### config.mk
export PLATFORM = sky130hd
export DESIGN_NAME = cpu_alu_seq
export DESIGN_NICKNAME = d
export VERILOG_FILES = /design/src/rtl/cpu_alu_pkg.sv /design/src/rtl/cpu_alu_addsub.sv /design/src/rtl/cpu_alu_seq.sv
export SDC_FILE = /design/constraint.sdc
export NUM_CORES = 1
export LEC_CHECK = 0
export CAP_MARGIN = 20
export CORE_ASPECT_RATIO = 0.75
export CORE_MARGIN = 2
export CORE_UTILIZATION = 58
export DETAILED_ROUTE_END_ITERATION = 16
export HOLD_SLACK_MARGIN = 0.05
export PLACE_DENSITY = 0.86
export SYNTH_ARGS = -nofsm -noshare
export SYNTH_HDL_FRONTEND = slang
export SYNTH_HIERARCHICAL = 1
export SYNTH_SLANG_ARGS = --single-unit
export TNS_END_PERCENT = 30
### constraint.sdc
create_clock -name clk4_2 -period 4.3 [get_ports clk4_2]
set_input_delay 1.29 -clock clk4_2 [delete_from_list [all_inputs] [get_ports clk4_2]]
set_output_delay 1.29 -clock clk4_2 [all_outputs]
set_load 0.1 [all_outputs]
### src/rtl/cpu_alu_pkg.sv
// Shared opcodes, flag bit positions and FSM encoding for the cpu_alu_seq ALU.
package cpu_alu_pkg;

    localparam logic [4:0] OP_ADD  = 5'b00000;
    localparam logic [4:0] OP_ADC  = 5'b00001;
    localparam logic [4:0] OP_SUB  = 5'b00010;
    localparam logic [4:0] OP_SBC  = 5'b00011;
    localparam logic [4:0] OP_AND  = 5'b00100;
    localparam logic [4:0] OP_XOR  = 5'b00101;
    localparam logic [4:0] OP_OR   = 5'b00110;
    localparam logic [4:0] OP_CP   = 5'b00111;
    localparam logic [4:0] OP_INC  = 5'b01000;
    localparam logic [4:0] OP_DEC  = 5'b01001;
    localparam logic [4:0] OP_CPL  = 5'b01010;
    localparam logic [4:0] OP_SWAP = 5'b01011;
    localparam logic [4:0] OP_RL   = 5'b01100;
    localparam logic [4:0] OP_RR   = 5'b01101;
    localparam logic [4:0] OP_RLC  = 5'b01110;
    localparam logic [4:0] OP_RRC  = 5'b01111;
    localparam logic [4:0] OP_SLA  = 5'b10000;
    localparam logic [4:0] OP_SRA  = 5'b10001;
    localparam logic [4:0] OP_SRL  = 5'b10010;
    localparam logic [4:0] OP_BIT  = 5'b10011;
    localparam logic [4:0] OP_SET  = 5'b10100;
    localparam logic [4:0] OP_RES  = 5'b10101;
    localparam logic [4:0] OP_DAA  = 5'b10110;
    localparam logic [4:0] OP_SCF  = 5'b10111;
    localparam logic [4:0] OP_CCF  = 5'b11000;

    localparam int F_Z = 7;
    localparam int F_N = 6;
    localparam int F_H = 5;
    localparam int F_C = 4;

    typedef enum logic [1:0] {
        S_IDLE  = 2'd0,
        S_EXEC  = 2'd1,
        S_SHIFT = 2'd2
    } state_t;

    // Rotates and shifts occupy one contiguous opcode range.
    function automatic logic is_iter(input logic [4:0] op);
        return (op >= OP_RL) && (op <= OP_SRL);
    endfunction

endpackage

### src/rtl/cpu_alu_addsub.sv
// Combinational DATA_W adder/subtractor with carry-in; C from the top bit,
// H from the carry/borrow out of bit DATA_W-5.
module cpu_alu_addsub #(
    parameter int DATA_W = 8
) (
    input  logic [DATA_W-1:0] a,
    input  logic [DATA_W-1:0] b,
    input  logic              cin,
    input  logic              sub,
    output logic [DATA_W-1:0] res,
    output logic              c,
    output logic              h
);

    logic [DATA_W:0]   full;
    logic [DATA_W-4:0] low;

    always_comb begin
        if (sub) begin
            full = {1'b0, a} - {1'b0, b} - (DATA_W+1)'(cin);
            low  = {1'b0, a[DATA_W-5:0]} - {1'b0, b[DATA_W-5:0]} - (DATA_W-3)'(cin);
        end else begin
            full = {1'b0, a} + {1'b0, b} + (DATA_W+1)'(cin);
            low  = {1'b0, a[DATA_W-5:0]} + {1'b0, b[DATA_W-5:0]} + (DATA_W-3)'(cin);
        end
    end

    assign res = full[DATA_W-1:0];
    assign c   = full[DATA_W];
    assign h   = low[DATA_W-4];

endmodule

### src/rtl/cpu_alu_seq.sv
// Sequenced ALU owning flag register F; rotates/shifts iterate one bit per cycle.
// Build option: define CPU_ALU_DAA_EN to implement DAA (otherwise it is illegal).
//
// state   | meaning
// S_IDLE  | waiting for a request, op_ready high
// S_EXEC  | single-cycle operation, result registered on exit
// S_SHIFT | one rotate/shift step per cycle until the down-counter expires
module cpu_alu_seq
    import cpu_alu_pkg::*;
#(
    parameter int DATA_W = 8,
    parameter int CNT_W  = $clog2(DATA_W)
) (
    input  logic              clk4_2,
    input  logic              reset,
    input  logic              op_valid,
    output logic              op_ready,
    input  logic [4:0]        op_code,
    input  logic [DATA_W-1:0] op_a,
    input  logic [DATA_W-1:0] op_b,
    input  logic [CNT_W-1:0]  op_cnt,
    input  logic              flag_wr,
    input  logic [7:0]        flag_data,
    output logic              res_valid,
    output logic [DATA_W-1:0] res_data,
    output logic [7:0]        F
);

    localparam logic [CNT_W:0]    CNT_ONE = (CNT_W+1)'(1);
    localparam logic [DATA_W-1:0] ONE_D   = DATA_W'(1);

    state_t            state, state_nx;
    logic [CNT_W:0]    cnt;
    logic [4:0]        op_q;
    logic [DATA_W-1:0] val, b_q;
    logic [CNT_W-1:0]  idx;
    logic              c_run;

    logic [DATA_W-1:0] as_b, as_res, bit_mask, ex_res, st_val;
    logic              as_cin, as_sub, as_c, as_h, bit_val, ex_wf, st_c, last_step;
    logic [7:0]        ex_f;
`ifdef CPU_ALU_DAA_EN
    logic [7:0]        daa_lo;
    logic              daa_c;
`endif

    assign op_ready  = (state == S_IDLE);
    assign last_step = (cnt <= CNT_ONE);
    assign bit_mask  = ONE_D << idx;
    assign bit_val   = |(val & bit_mask);

    cpu_alu_addsub #(.DATA_W(DATA_W)) u_addsub (
        .a   (val),
        .b   (as_b),
        .cin (as_cin),
        .sub (as_sub),
        .res (as_res),
        .c   (as_c),
        .h   (as_h)
    );

    // c_run holds the carry captured at accept, so ADC/SBC ignore later flag_wr.
    always_comb begin
        as_b   = b_q;
        as_cin = 1'b0;
        as_sub = 1'b0;
        case (op_q)
            OP_ADC:        as_cin = c_run;
            OP_SUB, OP_CP: as_sub = 1'b1;
            OP_SBC: begin as_sub = 1'b1; as_cin = c_run; end
            OP_INC:        as_b = ONE_D;
            OP_DEC: begin as_b = ONE_D; as_sub = 1'b1; end
            default: ;
        endcase
    end

    always_comb begin
        ex_res = val;
        ex_f   = F;
        ex_wf  = 1'b1;
`ifdef CPU_ALU_DAA_EN
        daa_lo = val[7:0];
        daa_c  = F[F_C];
`endif
        case (op_q)
            OP_ADD, OP_ADC: begin ex_res = as_res; ex_f = {as_res == '0, 1'b0, as_h, as_c, 4'h0}; end
            OP_SUB, OP_SBC: begin ex_res = as_res; ex_f = {as_res == '0, 1'b1, as_h, as_c, 4'h0}; end
            OP_CP:          ex_f = {as_res == '0, 1'b1, as_h, as_c, 4'h0};
            OP_AND: begin ex_res = val & b_q; ex_f = {(val & b_q) == '0, 3'b010, 4'h0}; end
            OP_XOR: begin ex_res = val ^ b_q; ex_f = {(val ^ b_q) == '0, 7'h00}; end
            OP_OR:  begin ex_res = val | b_q; ex_f = {(val | b_q) == '0, 7'h00}; end
            OP_INC: begin ex_res = as_res; ex_f = {as_res == '0, 1'b0, as_h, F[F_C], 4'h0}; end
            OP_DEC: begin ex_res = as_res; ex_f = {as_res == '0, 1'b1, as_h, F[F_C], 4'h0}; end
            OP_CPL: begin ex_res = ~val; ex_f = {F[F_Z], 2'b11, F[F_C], 4'h0}; end
            OP_SWAP: begin
                ex_res = {val[DATA_W/2-1:0], val[DATA_W-1:DATA_W/2]};
                ex_f   = {val == '0, 7'h00};
            end
            OP_BIT: ex_f = {~bit_val, 2'b01, F[F_C], 4'h0};
            OP_SET: begin ex_res = val | bit_mask;  ex_wf = 1'b0; end
            OP_RES: begin ex_res = val & ~bit_mask; ex_wf = 1'b0; end
`ifdef CPU_ALU_DAA_EN
            OP_DAA: begin
                if (!F[F_N]) begin
                    if (F[F_C] || (val[7:0] > 8'h99)) begin
                        daa_lo = daa_lo + 8'h60;
                        daa_c  = 1'b1;
                    end
                    if (F[F_H] || (val[3:0] > 4'h9)) daa_lo = daa_lo + 8'h06;
                end else begin
                    if (F[F_C]) daa_lo = daa_lo - 8'h60;
                    if (F[F_H]) daa_lo = daa_lo - 8'h06;
                end
                ex_res[7:0] = daa_lo;
                ex_f        = {daa_lo == 8'h00, F[F_N], 1'b0, daa_c, 4'h0};
            end
`endif
            OP_SCF: ex_f = {F[F_Z], 3'b001, 4'h0};
            OP_CCF: ex_f = {F[F_Z], 2'b00, ~F[F_C], 4'h0};
            default: ex_wf = 1'b0;
        endcase
    end

    always_comb begin
        st_val = val;
        st_c   = c_run;
        case (op_q)
            OP_RL:  begin st_val = {val[DATA_W-2:0], c_run};      st_c = val[DATA_W-1]; end
            OP_RR:  begin st_val = {c_run, val[DATA_W-1:1]};      st_c = val[0];        end
            OP_RLC: begin st_val = {val[DATA_W-2:0], val[DATA_W-1]}; st_c = val[DATA_W-1]; end
            OP_RRC: begin st_val = {val[0], val[DATA_W-1:1]};     st_c = val[0];        end
            OP_SLA: begin st_val = {val[DATA_W-2:0], 1'b0};       st_c = val[DATA_W-1]; end
            OP_SRA: begin st_val = {val[DATA_W-1], val[DATA_W-1:1]}; st_c = val[0];     end
            OP_SRL: begin st_val = {1'b0, val[DATA_W-1:1]};       st_c = val[0];        end
            default: ;
        endcase
    end

    always_comb begin
        state_nx = state;
        case (state)
            S_IDLE:  if (op_valid) state_nx = is_iter(op_code) ? S_SHIFT : S_EXEC;
            S_EXEC:  state_nx = S_IDLE;
            S_SHIFT: if (last_step) state_nx = S_IDLE;
            default: state_nx = S_IDLE;
        endcase
    end

    always_ff @(posedge clk4_2) begin
        if (reset) begin
            state     <= S_IDLE;
            cnt       <= '0;
            op_q      <= '0;
            val       <= '0;
            b_q       <= '0;
            idx       <= '0;
            c_run     <= 1'b0;
            res_valid <= 1'b0;
            res_data  <= '0;
            F         <= 8'h00;
        end else begin
            state     <= state_nx;
            res_valid <= 1'b0;
            if (flag_wr) F <= flag_data & 8'hF0;
            // Completing ops write F after flag_wr so the op's flags win.
            case (state)
                S_IDLE: if (op_valid) begin
                    val   <= op_a;
                    b_q   <= op_b;
                    idx   <= op_cnt;
                    op_q  <= op_code;
                    c_run <= F[F_C];
                    cnt   <= (op_cnt == '0) ? CNT_ONE : {1'b0, op_cnt};
                end
                S_EXEC: begin
                    res_valid <= 1'b1;
                    res_data  <= ex_res;
                    if (ex_wf) F <= ex_f;
                end
                S_SHIFT: begin
                    val   <= st_val;
                    c_run <= st_c;
                    cnt   <= cnt - CNT_ONE;
                    if (last_step) begin
                        res_valid <= 1'b1;
                        res_data  <= st_val;
                        F         <= {st_val == '0, 2'b00, st_c, 4'h0};
                    end
                end
                default: ;
            endcase
        end
    end

endmodule

==> flow_summary.ini <==
[outcome]
status = finished, final reports clean

[sta]
finalCritPeriodShare_pct = 95.97
drv_slew = 0
worst_slew_pin_slew_ns = 1.011
setup_ws_ns = 0.1735
hold_viol_final = 0
skew_ns = 0.01416
grt_setup_unrepaired = false
setup_viol = 0
layout_min_cycle_time_ns = 4.127
slew_headroom_pct = 32.40
max_freq_ghz = 0.2423
setup_tns_ns = 0

[setup_path]
cp-end-kind = flip-flop
critPathMaxFanout = 8
worstRegToRegCells = 17
r2r_slack_ns = 0.17
worstSetupPathType = flip-flop to flip-flop
r2r-end = F[7]
crit_required_ns = 4.50
reg2reg_from = op_q[2]
arrival_ns = 4.33
start_kind = flip-flop

[synth]
synth_edf_count = 0
synth_area_per_cell_um2 = 7.351
synthFlopType = dfxtp_1
synth_area_um2 = 4763
ys_seq_area_share_pct = 20.17
synth_top_area_cell = dfxtp_1
ys_async_sr_fraction_pct = 0
yosys_warnings = 6
synth_cells = 648
ys_ff_latch = 48
synthDistinctLibCells = 82
synth_top_cell_area_share_pct = 20.17
synth.top_cells.by_area = dfxtp_1, ha_1, nand2_1
syn-num-nets = 730

[routing]
drc = 0
wl_per_cell_um = 19.34
routed.top_layer = met4
vias = 5221
ant_nets = 0
met1Wirelength_um = 6398
drt-vias-per-instance = 6.668
wl_met2_um = 6494
dr.pass1.iters = 7
wl_met3_um = 1823
dr.first_iter.drc_count = 731
drt_wl_total_um = 15150

[power]
power_density_nw_per_um2 = 308.3
cell_internal_pwr_w = 0.0009964
p_sw_w = 0.0006917
peakVddDrop_mv = 0.2129
pwr-share-comb_pct = 46.1
clock_power_share_pct = 23.8
power_frac_seq_pct = 30.1
p_leak_nw = 2.135
swShare_pct = 40.98

[layout]
final_cells = 783
layout_commonest_cell = nand2_1
area_delta_synth_final_pct = 14.97
regArea_um2 = 960.9
diodes = 0
drive_gt1_share_pct = 7.670
nets = 759
multiInputGateArea_um2 = 3405
fin_area_um2 = 5477
mostFrequentLayoutCells = nand2_1, a21oi_1, inv_1
nFillCells = 687

[cts]
clk_pin_slew_ns = 0.10
post_cts_resized = 0
clock_latency_ns = 0.31
numCtsBuffers = 5
cts_num_sinks = 48
post-cts-setup-buffers = 0
cts_hold_buf = 0
clockBufferDepth = 2
tritoncts = done
htree_levels = 2
root_buffer = clkbuf_8

[floorplanning]
core-area_um2 = 7918
num_io_pins = 54
die-height_um = 82.48
dieArea_um2 = 8961
row_count = 28
die_x_um = 108.6
initial_core_util_pct = 60.16

[place]
routabilityCongestion = 0.9813
placed_cells = 774
port_buffers = 49
hpwl_um = 11400
dp_slack_ns = 0.2719
dpl_cell_area_um2 = 5324

[global_route]
track_usage_pct = 34.69
antenna_found_initial = 0
grt_pass1_wl_um = 24300
grt_start_max_net_pins = 40
grt-ovfl-total = 0
grt_pass1_vias = 4928

[run]
cap_violations = 0

[min_path]
hold_depth = 2
hp-class = flip-flop to flip-flop
worstHoldEndpoint = res_data[4]
min_from = res_data[4]
power by group through the flow:
stage                     sequential (W)  combinational (W)  clock, W
final                           0.000509           0.000778  0.000402
after detailed placement        0.000517           0.000744         0
after CTS                       0.000507           0.000749  0.000405
after global placement          0.000516           0.000718         0
after floorplan                 0.000579           0.000473         0
after global routing            0.000512           0.000839  0.000422
cell usage after synthesis, types with 5 or more instances:
master	n
nand3_1	9
nor2b_1	7
nand2_1	85
dfxtp_1	48
nor4_1	13
a211o_1	7
a22oi_1	5
nor4b_1	5
o21ai_0	27
a21oi_1	61
nor2_1	43
xnor2_1	11
a221oi_1	7
a211oi_1	9
a2111oi_0	7
clkbuf_1	27
and3_1	7
mux2i_1	8
buf_2	11
o211ai_1	7
nand2b_1	8
buf_1	6
nor3_1	13
ha_1	42
nand4_1	7
inv_1	55
a21o_1	6
cell type report:
cell class              instances  area share, %
multi-input cells             497          62.17
flip-flops and latches         48          17.55
repair buffers                 68          11.47
inverters                      57          3.907
well taps                     105          2.399
clock buffers                   5          1.257
clock inverters                 3          1.257
sequential cells by signal, indices dropped and copies added (netlist names):
| register | flops |
|---|---|
| F | 8 |
| b_q | 8 |
| res_data | 8 |
| val | 8 |
| op_q | 5 |
| cnt | 4 |
| idx | 3 |
| state | 2 |
| c_run | 1 |
| res_valid | 1 |
worst max-delay path by stage:
stage / startpoint / endpoint / slack, ns / cells past startpoint
after floorplan: op_q[4] / F[7] / 0.32 / 20
after global placement: op_q[2] / F[7] / 0.48 / 17
after detailed placement: op_q[2] / F[7] / 0.27 / 17
after CTS: op_q[2] / F[7] / 0.21 / 17
after global routing: op_q[2] / F[7] / 0.01 / 17
final: op_q[2] / F[7] / 0.17 / 17
cell families after synthesis:
logic type / count (synthesis) / share of synthesized area (%)
adder cells (fa/ha/maj): 46 / 12.71
AO/OA/AOI/OAI: 193 / 28.05
XOR/XNOR: 14 / 2.574
flip-flops: 48 / 20.17
buffers and inverters: 103 / 8.563
multiplexers: 14 / 3.572
AND/OR/NAND/NOR: 230 / 24.35
metal layers:
layer	global-route usage, %	vias to the layer above
met4	12.18	0
met1	47.22	2405
li1	-	2411
met3	8.791	43
met2	53.56	362
met5	0	-
per-stage QoR:
step           power [W]  utilization [%]  hold slack [ns]
6_report        0.001688            69.17           0.4673
5_1_grt         0.001774            69.17           0.4930
4_1_cts         0.001662            68.98           0.4708
3_5_place_dp    0.001262            67.24           0.4541
3_3_place_gp    0.001234            67.15           0.4485
2_1_floorplan   0.001052                -           0.4456
worst max-delay path, stage by stage (launching register included):
cell	delay [ns]
dfxtp_1	0.34
nand2b_1	0.19
nor3_1	0.07
buf_4	0.17
or2_2	0.31
fa_1	0.46
fa_1	0.42
and2_0	0.19
o21ai_0	0.27
a21oi_1	0.16
xor2_1	0.17
mux2i_2	0.26
nor4_2	0.10
nand3_1	0.13
o2bb2ai_1	0.06
o311ai_0	0.29
o21ai_0	0.20
a31o_1	0.24
Note: power is estimated with default switching activity, not from simulation.
==> patch 1, RTL diff (config.mk and constraints unchanged) <==
Encoding of `state_t`: now one-hot (3 bits for 3 states).
--- a/src/rtl/cpu_alu_pkg.sv
+++ b/src/rtl/cpu_alu_pkg.sv
@@ -32,10 +32,10 @@
     localparam int F_H = 5;
     localparam int F_C = 4;
 
-    typedef enum logic [1:0] {
-        S_IDLE  = 2'd0,
-        S_EXEC  = 2'd1,
-        S_SHIFT = 2'd2
+    typedef enum logic [2:0] {
+        S_IDLE  = 3'b001,
+        S_EXEC  = 3'b010,
+        S_SHIFT = 3'b100
     } state_t;
 
     // Rotates and shifts occupy one contiguous opcode range.
Behaviour: no difference found for any inputs over 4 cycles, from zero or initial values and one cycle with reset high; so few cycles prove little.
==> patch 1 against the original RTL <==
Core utilization shrank 0.27 points; routed wire length rose by 4.1%; setup slack gained 0.15 ns; critical path type unchanged; sequential cell count up 1; total power fell by 13%; area after synthesis is essentially flat; design area shrank 0.39%.
==> patch 1: results (changes against the original RTL) <==
| Metric | Value |
|---|---|
| Met3 GRT Util | 0.0754 (was 0.0879) |
| Via density | 6.61 (was 6.67) |
| CTS max path bufs | 2 (unchanged) |
| Largest stage delay, worst path | 0.60 ns (was 0.46 ns) |
| Met2 track demand over resource | 0.546 (was 0.536) |
| Leak | 0.00204 uW (was 0.00214 uW) |
| Slowest cell on crit path | or4_1 (was fa_1) |
| Pint | 853 uW (was 996 uW) |
| First-pass GRT wire length | 24700 um (was 24300 um) |
| Yosys cell types | 74 (was 82) |
| Vias in the first global route | 4759 (was 4928) |
| Mapped Cells | 648 (unchanged) |
| Final WL | 15800 um (was 15100 um) |
| Placed inst area | 0.00535 mm^2 (was 0.00532 mm^2) |
| VDD IR max | 0.195 mV (was 0.213 mV) |
| CP top delay family | simple AND/OR/NAND/NOR gates (was compound AO/OA/AOI/OAI gates) |
| Detail Placement HPWL | 11900 um (was 11400 um) |
| Synth async-reset ratio | 0 (unchanged) |
| Port Buffer Count | 49 (unchanged) |
| Largest net degree at the start of global routing | 47 (was 40) |
| Syn_nets | 727 (was 730) |
| Diode count | 0 (unchanged) |
| First-pass detailed-route iteration total | 6 (was 7) |
| Initial detailed-routing violation count | 644 (was 731) |
| Most frequent cells after synthesis | nand2_1 (77), a21oi_1 (67), inv_1 (50) (was nand2_1 (85), a21oi_1 (61), inv_1 (55)) |
| Slew Limit Headroom | 0.342 (was 0.324) |
| Layout cells sized above 1 | 0.0837 (was 0.0767) |
| Pre-CTS setup slack | 0.188 ns (was 0.272 ns) |
| Outcome | completed (unchanged) |
| Gp weighted congestion | 1.02 (was 0.981) |
| Placed Cells | 778 (was 774) |
| Max FO, Critical Path | 8 (unchanged) |
| Root buffer cell | clkbuf_8 (unchanged) |
| Worst clock skew | 0.00824 ns (was 0.0142 ns) |
| Post-Route M1 WL | 6900 um (was 6400 um) |
| Sequential area share after synthesis | 0.206 (was 0.202) |
| GRT Total Usage | 0.361 (was 0.347) |
| Met1 usage | 0.511 (was 0.472) |
| Metal3 WL | 1670 um (was 1820 um) |
| Post-route non-filler standard cell count | 786 (was 783) |
| Main area contributors after synthesis | dfxtp_1 (21%), ha_1 (10%), a21oi_1 (7.0%), nand2_1 (6.1%), inv_1 (3.9%) (was dfxtp_1 (20%), ha_1 (11%), nand2_1 (6.7%), a21oi_1 (6.4%), inv_1 (4.3%)) |
| Met2 routed WL | 6740 um (was 6490 um) |
## patch 1: worst paths after layout
check,startpoint,to,slack (ns),cells after the start
max reg2reg,op_q[4]$_SDFFE_PP0P_,F[7]$_SDFFE_PP0P_,0.33,17
min reg2reg,res_data[0]$_SDFFE_PP0P_,res_data[0]$_SDFFE_PP0P_,0.46,2
max,op_q[4]$_SDFFE_PP0P_,F[7]$_SDFFE_PP0P_,0.33,17
min,res_data[0]$_SDFFE_PP0P_,res_data[0]$_SDFFE_PP0P_,0.46,2
## patch 1: power by group through the flow
| stage | clock network (uW) | logic, uW | registers (uW) |
|---|---|---|---|
| floorplan | 0 | 434 | 546 |
| global placement | 0 | 629 | 516 |
| detailed placement | 0 | 648 | 518 |
| CTS | 281 | 651 | 507 |
| global route | 299 | 738 | 512 |
| finish | 278 | 681 | 509 |
## patch 1: area by class of cell
cell class / instances / area, um^2
timing repair buffer: 69 / 638
clock inverter: 1 / 7.51
clock buffer: 7 / 76.3
multi-input combinational: 503 / 3430
tap: 105 / 131
inverter: 52 / 195
sequential: 49 / 981
fill: 696 / 2460
## patch 1: cells by family after synthesis
| kind of cell | count (synthesis) | share of synthesized area |
|---|---|---|
| AOI/OAI and AO/OA | 212 | 0.301 |
| xor gates and xnor gates | 12 | 0.0221 |
| adders and majority gates | 44 | 0.121 |
| buffers and inverters | 96 | 0.0799 |
| DFF | 49 | 0.206 |
| muxes | 15 | 0.0336 |
| and+or+nand+nor | 220 | 0.236 |
## patch 1: worst min-delay path, delay by kind of cell (launching register included)
kind             cells  cell delay (ns)
AO/OA/AOI/OAI        1             0.05
flip-flops           1             0.32
AND/OR/NAND/NOR      1             0.05
## patch 1: what timing repair did
action	in CTS	in global routing
endpoints found under the hold margin	0	0
setup endpoints to repair	0	1
hold buffers	0	0
resized for setup	0	7
==> patch 2, RTL diff (same settings) <==
Without the edit above. Build with the macro `CPU_ALU_DAA_EN` defined.
--- a/src/rtl/cpu_alu_seq.sv
+++ b/src/rtl/cpu_alu_seq.sv
@@ -5,6 +5,8 @@
 // S_IDLE  | waiting for a request, op_ready high
 // S_EXEC  | single-cycle operation, result registered on exit
 // S_SHIFT | one rotate/shift step per cycle until the down-counter expires
+`define CPU_ALU_DAA_EN
+
 module cpu_alu_seq
     import cpu_alu_pkg::*;
 #(
Check against the original RTL: not equivalent (Yosys sat finds a counterexample within 4 cycles, from zero or initial values and one cycle with reset high).
==> patch 2 against the original RTL <==
Setup slack got worse by 0.12 ns; non-clock buffer count is 36 higher; area after synthesis rose by 14%; total power rose by 33%; routed wire length grew 27%; critical path depth grew 1; hold slack worse by 0.0015 ns; sequential cell count unchanged; clock skew decreased by 0.0083 ns; clock power increased by 6.0%; design area is 18% higher; largest cell class unchanged; largest power group unchanged; highest routed layer unchanged.
==> patch 2: results (changes against the original RTL) <==
| Metric | Value |
|---|---|
| Port Buffer Count | 49 (unchanged) |
| Met3 GRT Util | 0.107 (was 0.0879) |
| Post-Route M1 WL | 8070 um (was 6400 um) |
| Vias in the first global route | 5624 (was 4928) |
| Detail Placement HPWL | 14300 um (was 11400 um) |
| H-tree levels | 2 (unchanged) |
| Worst clock skew | 0.00588 ns (was 0.0142 ns) |
| Outcome | completed (unchanged) |
| Most frequent cells after synthesis | nand2_1 (89), nor2_1 (89), a21oi_1 (75) (was nand2_1 (85), a21oi_1 (61), inv_1 (55)) |
| Sequential area share after synthesis | 0.177 (was 0.202) |
| Synth warn | 6 (unchanged) |
| Placed Cells | 958 (was 774) |
| Syn_nets | 867 (was 730) |
| CTS max path bufs | 2 (unchanged) |
| Fin. max-slew vios | 0 (unchanged) |
| # fillers | 766 (was 687) |
| First-pass GRT wire length | 29100 um (was 24300 um) |
| Largest stage delay, worst path | 0.55 ns (was 0.46 ns) |
| Post-synthesis compound-gate area fraction | 0.297 (was 0.281) |
| Synth Area per Inst | 6.94 um^2 (was 7.35 um^2) |
| CP top delay family | simple AND/OR/NAND/NOR gates (was compound AO/OA/AOI/OAI gates) |
| Slowest cell on crit path | or4_4 (was fa_1) |
| VDD IR max | 0.250 mV (was 0.213 mV) |
| Leak | 0.00258 uW (was 0.00214 uW) |
| Initial detailed-routing violation count | 773 (was 731) |
| Synth async-reset ratio | 0 (unchanged) |
| Switching part of the total | 0.460 (was 0.410) |
| Reg clk slew, reported paths | 0.07 ns (was 0.10 ns) |
| Largest net degree at the start of global routing | 53 (was 40) |
| Max FO, Critical Path | 3 (was 8) |
| Metal3 WL | 2280 um (was 1820 um) |
| Met2 routed WL | 8240 um (was 6490 um) |
| Worst Path Arrival | 4.48 ns (was 4.33 ns) |
| # nets final | 924 (was 759) |
| Root buffer cell | clkbuf_16 (was clkbuf_8) |
| Met2 track demand over resource | 0.558 (was 0.536) |
| Tightest Pin Transition | 1.00 ns (was 1.01 ns) |
| GRT Total Usage | 0.368 (was 0.347) |
| First-pass detailed-route iteration total | 7 (unchanged) |
| Final WL | 19200 um (was 15100 um) |
| Gp weighted congestion | 0.988 (was 0.981) |
| Xor-xnor portion of the synthesized cell area | 0.0356 (was 0.0257) |
| Met1 usage | 0.503 (was 0.472) |
| Layout cells sized above 1 | 0.110 (was 0.0767) |
| Mux cell area share after synthesis | 0.0453 (was 0.0357) |
| Clk Latency, worst-skew pair | 0.30 ns |
| Rows | 30 (was 28) |
| Pre-CTS setup slack | 0.00894 ns (was 0.272 ns) |
| Placed inst area | 0.00625 mm^2 (was 0.00532 mm^2) |
| WL per Instance | 19.8 um (was 19.3 um) |
| Main area contributors after synthesis | dfxtp_1 (18%), ha_1 (11%), a21oi_1 (6.9%), nand2_1 (6.2%), nor2_1 (6.2%) (was dfxtp_1 (20%), ha_1 (11%), nand2_1 (6.7%), a21oi_1 (6.4%), inv_1 (4.3%)) |
| Post-Synth Adder-Cell Area | 0.121 (was 0.127) |
| Via density | 6.56 (was 6.67) |
| Yosys cell types | 67 (was 82) |
patch 2: area by class of cell:
cell class | instances | area (um^2) | share of cell area
Multi-Input combinational cell | 622 | 4090 | 0.630
Sequential cell | 48 | 961 | 0.148
Timing Repair Buffer | 104 | 915 | 0.141
Inverter | 57 | 214 | 0.0330
Tap cell | 128 | 160 | 0.0247
Clock buffer | 6 | 139 | 0.0214
Clock inverter | 2 | 13.8 | 0.00212
patch 2: path summary, 6_finish.rpt:
kind,startpoint,slack [ns],end,cells after the start
max,op_q[3]$_SDFFE_PP0P_,0.05,F[7]$_SDFFE_PP0P_,18
min,F[1]$_SDFFE_PP0P_,0.47,F[1]$_SDFFE_PP0P_,1
max reg2reg,op_q[3]$_SDFFE_PP0P_,0.05,F[7]$_SDFFE_PP0P_,18
min reg2reg,F[1]$_SDFFE_PP0P_,0.47,F[1]$_SDFFE_PP0P_,1
patch 2: through the flow:
step            util  hold slack (ns)
6_report       0.717            0.466
5_1_grt        0.717            0.490
4_1_cts        0.709            0.472
3_5_place_dp   0.691            0.449
3_3_place_gp   0.691            0.442
2_1_floorplan      -            0.445
patch 2: cell families (layout without fill, tap and decap cells):
kind of cell / after synthesis / in the layout
compound gates: 243 / 243
xor+xnor: 22 / 22
fa+ha+maj: 50 / 50
buf+inv: 111 / 169
flops: 48 / 48
mux: 24 / 24
simple gates: 283 / 283
patch 2: power by group through the flow:
stage	clock network, uW	registers [uW]	logic, uW
finish	426	530	1290
global route	443	533	1380
CTS	426	527	1220
detailed placement	0	537	1210
global placement	0	534	1180
floorplan	0	624	718
patch 2: repair_timing:
item	4_1_cts	5_1_grt
pin swaps	0	3
resized for setup	3	12
buffers inserted	0	0
endpoints found under the setup margin	1	4
